<file path="src/rtl/ntt_ctrl_pkg.sv">
// ntt_ctrl_pkg: shared state type and twiddle index helpers for the NTT run sequencer.
package ntt_ctrl_pkg;

  typedef enum logic [2:0] {
    IDLE,
    LOAD,
    LOAD_FLUSH,
    FEED,
    WAIT_DONE
  } ctrl_state_t;

  // Number of twiddle entries held by stage s of a radix-point NTT.
  function automatic int stage_len(input int radix, input int s);
    return radix >> (s + 1);
  endfunction

  // Base ROM index feeding entry i of stage s (the table is decimated by 2^s).
  function automatic int rom_index(input int s, input int i);
    return i << s;
  endfunction

endpackage

</file>
<file path="src/rtl/ntt_twiddle_loader.sv">
// ntt_twiddle_loader: walks every stage/index pair, reads the base twiddle ROM
// and steers each returned word into the matching stage's twiddle RAM lane.
module ntt_twiddle_loader #(
  parameter int W          = 32,
  parameter int RADIX      = 16,
  parameter int NUM_STAGES = $clog2(RADIX),
  parameter int ADDR_WIDTH = $clog2(RADIX / 2)
) (
  input  logic                             clk_i,
  input  logic                             rst_ni,
  input  logic                             start_i,
  output logic                             done_o,
  output logic [ADDR_WIDTH-1:0]            rom_addr_o,
  input  logic [W-1:0]                     rom_data_i,
  output logic [NUM_STAGES-1:0]            write_en_o,
  output logic [NUM_STAGES*ADDR_WIDTH-1:0] write_addr_o,
  output logic [NUM_STAGES*W-1:0]          write_data_o
);
  import ntt_ctrl_pkg::*;

  localparam int SW = $clog2(NUM_STAGES) + 1;
  localparam logic [SW-1:0] LAST_STAGE = SW'(NUM_STAGES - 1);

  logic                             active_q;
  logic [SW-1:0]                    stage_q, stage_d;
  logic [ADDR_WIDTH-1:0]            idx_q, idx_d;
  logic [ADDR_WIDTH-1:0]            romAddr_q;
  logic [NUM_STAGES-1:0]            wen_q;
  logic [NUM_STAGES*ADDR_WIDTH-1:0] waddr_q;
  logic                             stageEnd;
  logic                             lastAddr;

  // Next stage/index pair; terminal values are tested before any increment.
  always_comb begin
    stageEnd = (int'(idx_q) == stage_len(RADIX, int'(stage_q)) - 1);
    lastAddr = active_q && stageEnd && (stage_q == LAST_STAGE);
    stage_d  = stage_q;
    idx_d    = idx_q + ADDR_WIDTH'(1);
    if (stageEnd) begin
      idx_d   = '0;
      stage_d = stage_q + SW'(1);
    end
  end

  // Address generator plus one-cycle-delayed write enable/address lanes.
  always_ff @(posedge clk_i or negedge rst_ni) begin
    if (!rst_ni) begin
      active_q  <= 1'b0;
      stage_q   <= '0;
      idx_q     <= '0;
      romAddr_q <= '0;
      wen_q     <= '0;
      waddr_q   <= '0;
    end else begin
      wen_q   <= '0;
      waddr_q <= '0;
      if (start_i) begin
        active_q  <= 1'b1;
        stage_q   <= '0;
        idx_q     <= '0;
        romAddr_q <= '0;
      end else if (active_q) begin
        for (int s = 0; s < NUM_STAGES; s++) begin
          if (int'(stage_q) == s) begin
            wen_q[s]                              <= 1'b1;
            waddr_q[s*ADDR_WIDTH +: ADDR_WIDTH]   <= idx_q;
          end
        end
        if (lastAddr) begin
          active_q  <= 1'b0;
          stage_q   <= '0;
          idx_q     <= '0;
          romAddr_q <= '0;
        end else begin
          stage_q   <= stage_d;
          idx_q     <= idx_d;
          romAddr_q <= ADDR_WIDTH'(rom_index(int'(stage_d), int'(idx_d)));
        end
      end
    end
  end

  // Write data comes straight from the ROM's output register, gated onto the
  // single active lane so idle lanes read zero.
  always_comb begin
    write_data_o = '0;
    for (int s = 0; s < NUM_STAGES; s++) begin
      if (wen_q[s]) write_data_o[s*W +: W] = rom_data_i;
    end
  end

  assign done_o       = lastAddr;
  assign rom_addr_o   = romAddr_q;
  assign write_en_o   = wen_q;
  assign write_addr_o = waddr_q;

endmodule

</file>
<file path="src/rtl/ntt_twiddle_seq_ctrl.sv">
// ntt_twiddle_seq_ctrl: on go, optionally reloads the per-stage twiddle RAMs,
// then streams one frame of samples into the NTT core and waits for done.
module ntt_twiddle_seq_ctrl #(
  parameter int W          = 32,
  parameter int RADIX      = 16,
  parameter int NUM_STAGES = $clog2(RADIX),
  parameter int ADDR_WIDTH = $clog2(RADIX / 2)
) (
  input  logic                             clk_i,
  input  logic                             rst_ni,
  input  logic                             go_i,
  input  logic                             go_reload_i,
  output logic                             busy_o,
  output logic                             frame_done_o,
  output logic                             tables_valid_o,
  output logic [ADDR_WIDTH-1:0]            rom_addr_o,
  input  logic [W-1:0]                     rom_data_i,
  input  logic                             in_valid_i,
  input  logic [W-1:0]                     in_data_i,
  output logic                             in_ready_o,
  output logic                             underrun_o,
  output logic [NUM_STAGES-1:0]            write_en_array_o,
  output logic [NUM_STAGES*ADDR_WIDTH-1:0] write_addr_array_o,
  output logic [NUM_STAGES*W-1:0]          write_data_array_o,
  output logic                             ntt_start_o,
  output logic [W-1:0]                     ntt_data_o,
  input  logic                             ntt_done_i
);
  import ntt_ctrl_pkg::*;

  localparam int BW = $clog2(RADIX) + 1;
  localparam logic [BW-1:0] BEATS = BW'(RADIX);

  ctrl_state_t   state_q;
  logic          busy_q;
  logic          frameDone_q;
  logic          tablesValid_q;
  logic          inReady_q;
  logic          underrun_q;
  logic          nttStart_q;
  logic [W-1:0]  nttData_q;
  logic [BW-1:0] beatCnt_q;
  logic          loadStart;
  logic          loadDone;

  // A reload is forced whenever the RAMs do not hold a complete table.
  always_comb begin
    loadStart = (state_q == IDLE) && go_i && (go_reload_i || !tablesValid_q);
  end

  ntt_twiddle_loader #(
    .W(W), .RADIX(RADIX), .NUM_STAGES(NUM_STAGES), .ADDR_WIDTH(ADDR_WIDTH)
  ) u_loader (
    .clk_i        (clk_i),
    .rst_ni       (rst_ni),
    .start_i      (loadStart),
    .done_o       (loadDone),
    .rom_addr_o   (rom_addr_o),
    .rom_data_i   (rom_data_i),
    .write_en_o   (write_en_array_o),
    .write_addr_o (write_addr_array_o),
    .write_data_o (write_data_array_o)
  );

  // Sequencer: go handling, table-valid tracking, frame feed and done wait.
  always_ff @(posedge clk_i or negedge rst_ni) begin
    if (!rst_ni) begin
      state_q       <= IDLE;
      busy_q        <= 1'b0;
      frameDone_q   <= 1'b0;
      tablesValid_q <= 1'b0;
      inReady_q     <= 1'b0;
      underrun_q    <= 1'b0;
      nttStart_q    <= 1'b0;
      nttData_q     <= '0;
      beatCnt_q     <= '0;
    end else begin
      frameDone_q <= 1'b0;
      case (state_q)
        IDLE: begin
          if (go_i) begin
            underrun_q <= 1'b0;
            busy_q     <= 1'b1;
            if (loadStart) begin
              tablesValid_q <= 1'b0;
              state_q       <= LOAD;
            end else begin
              inReady_q <= 1'b1;
              beatCnt_q <= '0;
              state_q   <= FEED;
            end
          end
        end
        LOAD: begin
          if (loadDone) state_q <= LOAD_FLUSH;
        end
        LOAD_FLUSH: begin
          tablesValid_q <= 1'b1;
          inReady_q     <= 1'b1;
          beatCnt_q     <= '0;
          state_q       <= FEED;
        end
        FEED: begin
          if (beatCnt_q == BEATS) begin
            nttData_q <= '0;
            state_q   <= WAIT_DONE;
          end else if (in_valid_i) begin
            nttData_q  <= in_data_i;
            nttStart_q <= 1'b1;
            beatCnt_q  <= beatCnt_q + BW'(1);
            if (beatCnt_q == BEATS - BW'(1)) inReady_q <= 1'b0;
          end else if (beatCnt_q != '0) begin
            underrun_q <= 1'b1;
            nttData_q  <= '0;
          end
        end
        WAIT_DONE: begin
          if (ntt_done_i) begin
            nttStart_q  <= 1'b0;
            frameDone_q <= 1'b1;
            busy_q      <= 1'b0;
            state_q     <= IDLE;
          end
        end
        default: state_q <= IDLE;
      endcase
    end
  end

  assign busy_o         = busy_q;
  assign frame_done_o   = frameDone_q;
  assign tables_valid_o = tablesValid_q;
  assign in_ready_o     = inReady_q;
  assign underrun_o     = underrun_q;
  assign ntt_start_o    = nttStart_q;
  assign ntt_data_o     = nttData_q;

endmodule
</file>
<file path="config.mk">
export PLATFORM = sky130hd
export DESIGN_NAME = ntt_twiddle_seq_ctrl
export DESIGN_NICKNAME = d
export VERILOG_FILES = /design/src/rtl/ntt_ctrl_pkg.sv /design/src/rtl/ntt_twiddle_loader.sv /design/src/rtl/ntt_twiddle_seq_ctrl.sv
export SDC_FILE = /design/constraint.sdc
export NUM_CORES = 1
export LEC_CHECK = 0
export CORE_ASPECT_RATIO = 1.4
export CORE_UTILIZATION = 40
export DETAILED_ROUTE_END_ITERATION = 8
export GPL_TIMING_DRIVEN = 0
export PLACE_DENSITY = 0.87
export SYNTH_ARGS = -nofsm -noshare
export SYNTH_HDL_FRONTEND = slang
export SYNTH_HIERARCHICAL = 1
export SYNTH_SLANG_ARGS = --single-unit
</file>
<file path="constraint.sdc">
create_clock -name clk_i -period 6.15 [get_ports clk_i]
set_clock_uncertainty 0.05 [all_clocks]
set_input_delay 1.5375 -clock clk_i [delete_from_list [all_inputs] [get_ports clk_i]]
set_output_delay 1.5375 -clock clk_i [all_outputs]
set_load 0.02 [all_outputs]
</file>
==> flow_summary.yaml, run 1 <==
synth:
  synth_nets: 482
  synthArstFlopShare: 1.000
  yosysWarnings: 6
  synth.top_cell.area_share: 0.4500
  yosysUniqueCellTypes: 45
  synth-main-ff-cell: "dfrtp_1"
  synthCells: 401
  ys_top_cells_by_area: "dfrtp_1 (45%), and2_1 (20%), a22o_1 (7.4%), ha_1 (3.4%), and3_1 (3.1%)"
  synth_area_um2: 4004
  synth_area_leader_cell: "dfrtp_1"
  synth_edf_count: 0
  ys_ff_latch: 72
  yosysSeqAreaShare: 0.4500
  post_synth.cell_area_avg_um2: 9.985
cts:
  post_cts_buffers: 0
  cts_hold_buf: 0
  h-tree-depth: 3
  clk_pin_slew_ns: 0.05
  clock_path_buffers: 2
  clock-sinks: 72
  tritoncts: "yes"
  cts_made_buffers: 9
  cts_resized: 0
  root_buffer: "clkbuf_16"
  clk_latency_ns: 0.33
cells_and_area:
  fin_nets: 747
  fin_area_um2: 7009
  final_util: 0.7329
  diodes: 0
  area_growth_pct: 75.06
  fin_cells: 803
  nFillCells: 731
  drive_gt1_frac: 0.05812
die:
  num_rows: 42
  start_util: 0.4186
  die_height_um: 120.4
  core_area_um2: 9564
  dieArea_um2: 10420
  num_io_pins: 255
  die_w_um: 86.56
detailed_routing:
  first_pass_iters: 4
  ant_nets: 0
  vias: 4131
  routed_via_density: 5.144
  routed_wl_um: 14750
  drc: 0
  drt-initial-drc-count: 188
  wire_per_inst_um: 18.36
min_path:
  hold_class: "flip-flop to flip-flop"
sta:
  final.setup.tns_ns: 0
  rsz0062_at_grt: "false"
  worstMarginPinSlew_ns: 0.9014
  slew_headroom: 0.3991
  whs_ns: 0.4420
  min_period_ns: 4.537
  drv_slew: 0
  fmaxAchievable_mhz: 220.4
  setup_violations: 0
  hold_viol: 0
  period_share: 0.7378
global_route:
  grt_use_total: 0.2808
  gr-total-overflow: 0
  first_global_vias: 4121
  grt_max_degree: 73
  grt_pass1_wl_um: 21820
  antenna_found_initial: 0
worst_setup_path:
  endpoint_kind: "output pin"
  arrival_ns: 2.95
  crit_path_start_kind: "primary input"
  required_ns: 4.56
  path_max_fanout: 4
  worst-setup-path-type: "primary input to output pin"
pwr:
  p_leak_nw: 3.036
  power.density_nw_per_um2: 337.8
  ir_drop_v: 0.0002892
placed_design:
  hpwl_um: 11590
  postPlaceCellArea_um2: 6709
  port_buffers: 254
  dp.cells: 787
  place_congestion: 0.9007
flow_run:
  maxCapViolCount: 0
run_status:
  outcome: "complete, no violations"
-- synthesized netlist by cell type, drive strengths merged (2+ instances only) --
| cell | instances |
|---|---|
| and2 | 131 |
| dfrtp | 72 |
| a22o | 34 |
| and3 | 20 |
| clkbuf | 14 |
| nor2 | 14 |
| o21ai | 14 |
| buf | 13 |
| inv | 13 |
| a21oi | 12 |
| nand2 | 12 |
| ha | 11 |
| o31ai | 6 |
| nand2b | 4 |
| nor3 | 4 |
| nand3b | 2 |
| or4 | 2 |
-- final cells by class --
| cell class | count | area, um^2 | area share |
|---|---|---|---|
| flip-flops and latches | 72 | 1802 | 0.2571 |
| inverters | 13 | 48.80 | 0.006962 |
| clock buffers | 13 | 260.3 | 0.03713 |
| plain buffers | 27 | 158.9 | 0.02267 |
| repair buffers | 254 | 2540 | 0.3624 |
| clock inverters | 3 | 40.04 | 0.005712 |
| well taps | 132 | 165.2 | 0.02356 |
| multi-input cells | 289 | 1994 | 0.2845 |
-- worst paths after layout --
check,end,slack (ns),depth (start not counted),startpoint
worst min-delay path,u_loader/rom_addr_o[1],0.44,2,u_loader/rom_addr_o[1]
min in group asynchronous,frame_done_o,1.28,1,rst_ni
worst max register to register,u_loader/rom_addr_o[0],3.49,10,state_q[0]
worst max-delay path,write_data_array_o[14],1.61,3,rom_data_i[14]
worst min register to register,u_loader/rom_addr_o[1],0.44,2,u_loader/rom_addr_o[1]
max in group asynchronous,u_loader/write_addr_o[9],4.18,1,rst_ni
-- sequential cells by signal, summed over array words and instances (netlist names) --
| name | cells |
|---|---|
| u_loader/write_en_o | 4 |
| tables_valid_o | 1 |
| in_ready_o | 1 |
| ntt_data_o | 32 |
| u_loader/write_addr_o | 12 |
| u_loader/active_q | 1 |
| frame_done_o | 1 |
| ntt_start_o | 1 |
| underrun_o | 1 |
| beatCnt_q | 5 |
| busy_o | 1 |
| u_loader/stage_q | 3 |
| u_loader/rom_addr_o | 3 |
| state_q | 3 |
| u_loader/idx_q | 3 |
-- cells by family (layout without fill, tap and decap cells) --
| family | after synthesis | in the layout | share of synthesized area |
|---|---|---|---|
| simple gates | 199 | 199 | 0.3091 |
| compound gates | 75 | 75 | 0.1403 |
| flops | 72 | 72 | 0.4500 |
| fa+ha+maj | 11 | 11 | 0.03437 |
| buf+inv | 40 | 310 | 0.05187 |
| mux | 1 | 1 | 0.003749 |
| xor+xnor | 3 | 3 | 0.01062 |
-- per-stage QoR --
step / worst slack (ns) / power, mW
global placement: 1.152 / 1.804
detailed placement: 1.610 / 1.839
floorplan: 2.809 / 1.326
CTS: 1.615 / 2.372
global route: 1.578 / 2.478
finish: 1.613 / 2.367
-- per-layer routing --
metal	share of wire	global-route usage	wire length, um	up-vias
met3	0.086	0.06485	1265	28
met1	0.38	0.3307	5607	1983
met4	0.023	0.09167	341	0
met2	0.51	0.4980	7531	232
li1	-	-	-	1888
met5	0	0	0	-
-- critical path: stages --
cell,delay [ns]
clkdlybuf4s50_1,0.62
and2_1,0.17
clkdlybuf4s50_1,0.62
-- layout by cell type (no fill, tap or decap), types with 2 or more instances in the layout --
cell             Yosys  final
buf_4                4      5
clkinv_2             0      2
a21oi_1             12     12
buf_6                5      5
or4_1                2      2
clkdlybuf4s50_1      0    253
buf_2                4      4
clkbuf_1            14     16
nor3_1               4      4
nand2b_1             4      4
nand3b_1             2      2
ha_1                11     11
clkbuf_16            0      9
a22o_1              34     34
clkbuf_8             0      2
inv_1               12     12
dfrtp_1             72     72
nor2_1              13     13
nand2_1             12     12
o31ai_1              5      5
and2_1             131    131
and3_1              20     20
o21ai_0             14     14
-- where the power goes --
group	internal [mW]	switching (mW)	total [mW]
Combinational	0.537	0.582	1.12
Clock	0.335	0.188	0.523
Sequential	0.615	0.110	0.725
Total	1.49	0.881	2.37
(Power assumes the default switching activity.)
==> run 2: changes to the inputs <==
--- a/config.mk
+++ b/config.mk
@@ -6,10 +6,10 @@
 export NUM_CORES = 1
 export LEC_CHECK = 0
 export CORE_ASPECT_RATIO = 1.4
-export CORE_UTILIZATION = 40
+export CORE_UTILIZATION = 33
 export DETAILED_ROUTE_END_ITERATION = 8
 export GPL_TIMING_DRIVEN = 0
-export PLACE_DENSITY = 0.87
+export PLACE_DENSITY = 0.77
 export SYNTH_ARGS = -nofsm -noshare
 export SYNTH_HDL_FRONTEND = slang
 export SYNTH_HIERARCHICAL = 1
==> constraint.sdc (replaced) <==
create_clock -name clk_i -period 3.8 [get_ports clk_i]
set_clock_uncertainty 0.05 [all_clocks]
set_input_delay 0.95 -clock clk_i [delete_from_list [all_inputs] [get_ports clk_i]]
set_output_delay 0.95 -clock clk_i [all_outputs]
set_load 0.02 [all_outputs]
==> run 2 against run 1 <==
Against the previous run: hold slack got worse by 0.0099 ns; register-to-register slack got worse by 2.3 ns; global-route usage down 4.9 points; cell area grew 0.96%; combinational power increased by 62%; sequential power up 63%; total power is 67% higher; wire length is 1.8% lower; flip-flop and latch count unchanged; sequential share of layout area down 0.25 points; critical path depth unchanged; final cell count rose by 2.0%; critical path type unchanged.
==> flow_summary.yaml, run 2 (synthesized netlist as in run 1, its figures left out) <==
sta:
  rsz0062_at_grt: "false"
  period_share: 0.8832
  drv_slew: 0
  hold_viol: 0
  min_period_ns: 3.356
  whs_ns: 0.4321
  slew_headroom: 0.4097
  setup_violations: 0
  fmaxAchievable_mhz: 298.0
  worstMarginPinSlew_ns: 0.8855
die:
  dieArea_um2: 12580
  die_height_um: 132.3
  die_w_um: 95.10
  num_io_pins: 255
  num_rows: 47
  core_area_um2: 11820
  start_util: 0.3387
pwr:
  p_leak_nw: 3.056
  intPower_mw: 2.522
  swShare: 0.3614
  pwr-share-comb: 0.458
  p_clk_frac: 0.244
  seq_power_share: 0.298
  finalPower_mw: 3.948
  netSwitchingPower_mw: 1.427
  ir_drop_v: 0.0004808
  power.density_nw_per_um2: 557.9
run_status:
  outcome: "complete, no violations"
detailed_routing:
  routed_via_density: 4.883
  wire_per_inst_um: 17.68
  drt-initial-drc-count: 263
  routed_wl_um: 14480
  first_pass_iters: 4
  vias: 3999
  drc: 0
  ant_nets: 0
worst_setup_path:
  path_buf_inv: 2
  cp_top_family: "buffers and inverters"
  arrival_ns: 2.36
  critical_path.most_common_cell: "clkdlybuf4s50_1"
  required_ns: 2.80
  worstPathCellList: "clkdlybuf4s50_1 > and2_1 > clkdlybuf4s50_1"
  slowest_delay_ns: 0.62
  endpoint_kind: "output pin"
  crit_start: "rom_data_i[17]"
  crit_path_start_kind: "primary input"
  worst-setup-path-type: "primary input to output pin"
  rr_startpoint: "state_q[0]"
  path_max_fanout: 4
  critPathSlowestCell: "clkdlybuf4s50_1"
cts:
  tritoncts: "yes"
  h-tree-depth: 3
  cts_hold_buf: 0
  root_buffer: "clkbuf_16"
  cts_made_buffers: 9
  clock_path_buffers: 2
  clk_latency_ns: 0.33
  cts_resized: 0
  post_cts_buffers: 0
  clock-sinks: 72
  clk_pin_slew_ns: 0.05
placed_design:
  hpwl_um: 11370
  postPlaceCellArea_um2: 6728
  port_buffers: 254
  place_congestion: 0.8710
global_route:
  grt_use_total: 0.2315
  grt_pass1_wl_um: 21830
  first_global_vias: 3957
  antenna_found_initial: 2
  gr-total-overflow: 0
  grt_max_degree: 73
min_path:
  hold_class: "flip-flop to flip-flop"
  holdCritStartpoint: "u_loader/rom_addr_o[0]"
cells_and_area:
  fin_nets: 747
  fin_area_um2: 7077
  area_growth_pct: 76.75
  drive_gt1_frac: 0.05961
  layout_common_cells: "clkdlybuf4s50_1 (253), and2_1 (131), dfrtp_1 (72)"
  mostFrequentLayoutCell: "clkdlybuf4s50_1"
  largest_reg_flops: 32
flow_run:
  maxCapViolCount: 0
## run 2: cell count changes in the layout (fill, tap and decap cells not counted), sizes merged
cell / change
diode: +1
clkbuf: -2
bufinv: +2
## run 2: layout make-up
class | instances | area [um^2]
antenna | 1 | 2.502
timing repair buffer | 254 | 2540
tap | 147 | 183.9
sequential | 72 | 1802
buffer | 27 | 158.9
clock inverter | 5 | 103.9
inverter | 13 | 48.80
multi-input combinational | 289 | 1994
clock buffer | 11 | 242.7
fill | 996 | 4743
## run 2: path summary, 6_finish.rpt
kind	slack, ns	to	cells past startpoint
min in group asynchronous	0.68	ntt_data_o[27]	1
min reg2reg	0.43	u_loader/rom_addr_o[0]	2
max reg2reg	1.17	u_loader/rom_addr_o[0]	10
max	0.44	write_data_array_o[81]	3
max in group asynchronous	2.42	u_loader/write_addr_o[2]	1
min	0.43	u_loader/rom_addr_o[0]	2
## run 2: worst min-delay path: cells and delay by family, from the launching register on
kind	cells	cell delay, ns
compound gates	1	0.05
flops	1	0.34
simple gates	1	0.05
## run 2: metrics by stage
stage | setup WS [ns] | utilization | std cells | setup TNS, ns
detailed placement | 0.2757 | 0.5692 | 802 | 0
global placement | -0.6014 | 0.5694 | 802 | -42.95
finish | 0.4440 | 0.5987 | 819 | 0
global route | 0.3686 | 0.5985 | 818 | 0
floorplan | 1.202 | - | 401 | 0
CTS | 0.4329 | 0.5985 | 818 | 0
## run 2: power groups by stage
| stage | combinational, mW | sequential, mW | clock [mW] |
|---|---|---|---|
| 6_report | 1.81 | 1.18 | 0.965 |
| 4_1_cts | 1.82 | 1.17 | 0.985 |
| 3_5_place_dp | 1.81 | 1.17 | 0 |
| 2_1_floorplan | 0.783 | 1.36 | 0 |
| 5_1_grt | 1.93 | 1.20 | 1.02 |
| 3_3_place_gp | 1.76 | 1.17 | 0 |
## run 2: per-layer routing
metal  vias to the layer above  global-route usage  part of all wire
met3                        20             0.06171             0.095
li1                       1884                   -                 -
met4                         0             0.08754             0.021
met5                         -                   0                 0
met1                      1894              0.2762              0.38
met2                       201              0.3901              0.50
==> run 3: changes to the inputs <==
--- a/config.mk
+++ b/config.mk
@@ -9,6 +9,7 @@
 export CORE_UTILIZATION = 33
 export DETAILED_ROUTE_END_ITERATION = 8
 export GPL_TIMING_DRIVEN = 0
+export HOLD_SLACK_MARGIN = 0.08
 export PLACE_DENSITY = 0.77
 export SYNTH_ARGS = -nofsm -noshare
 export SYNTH_HDL_FRONTEND = slang
==> results of run 3 <==
No change in the layout: final DEF, timing and power equal those of run 2.
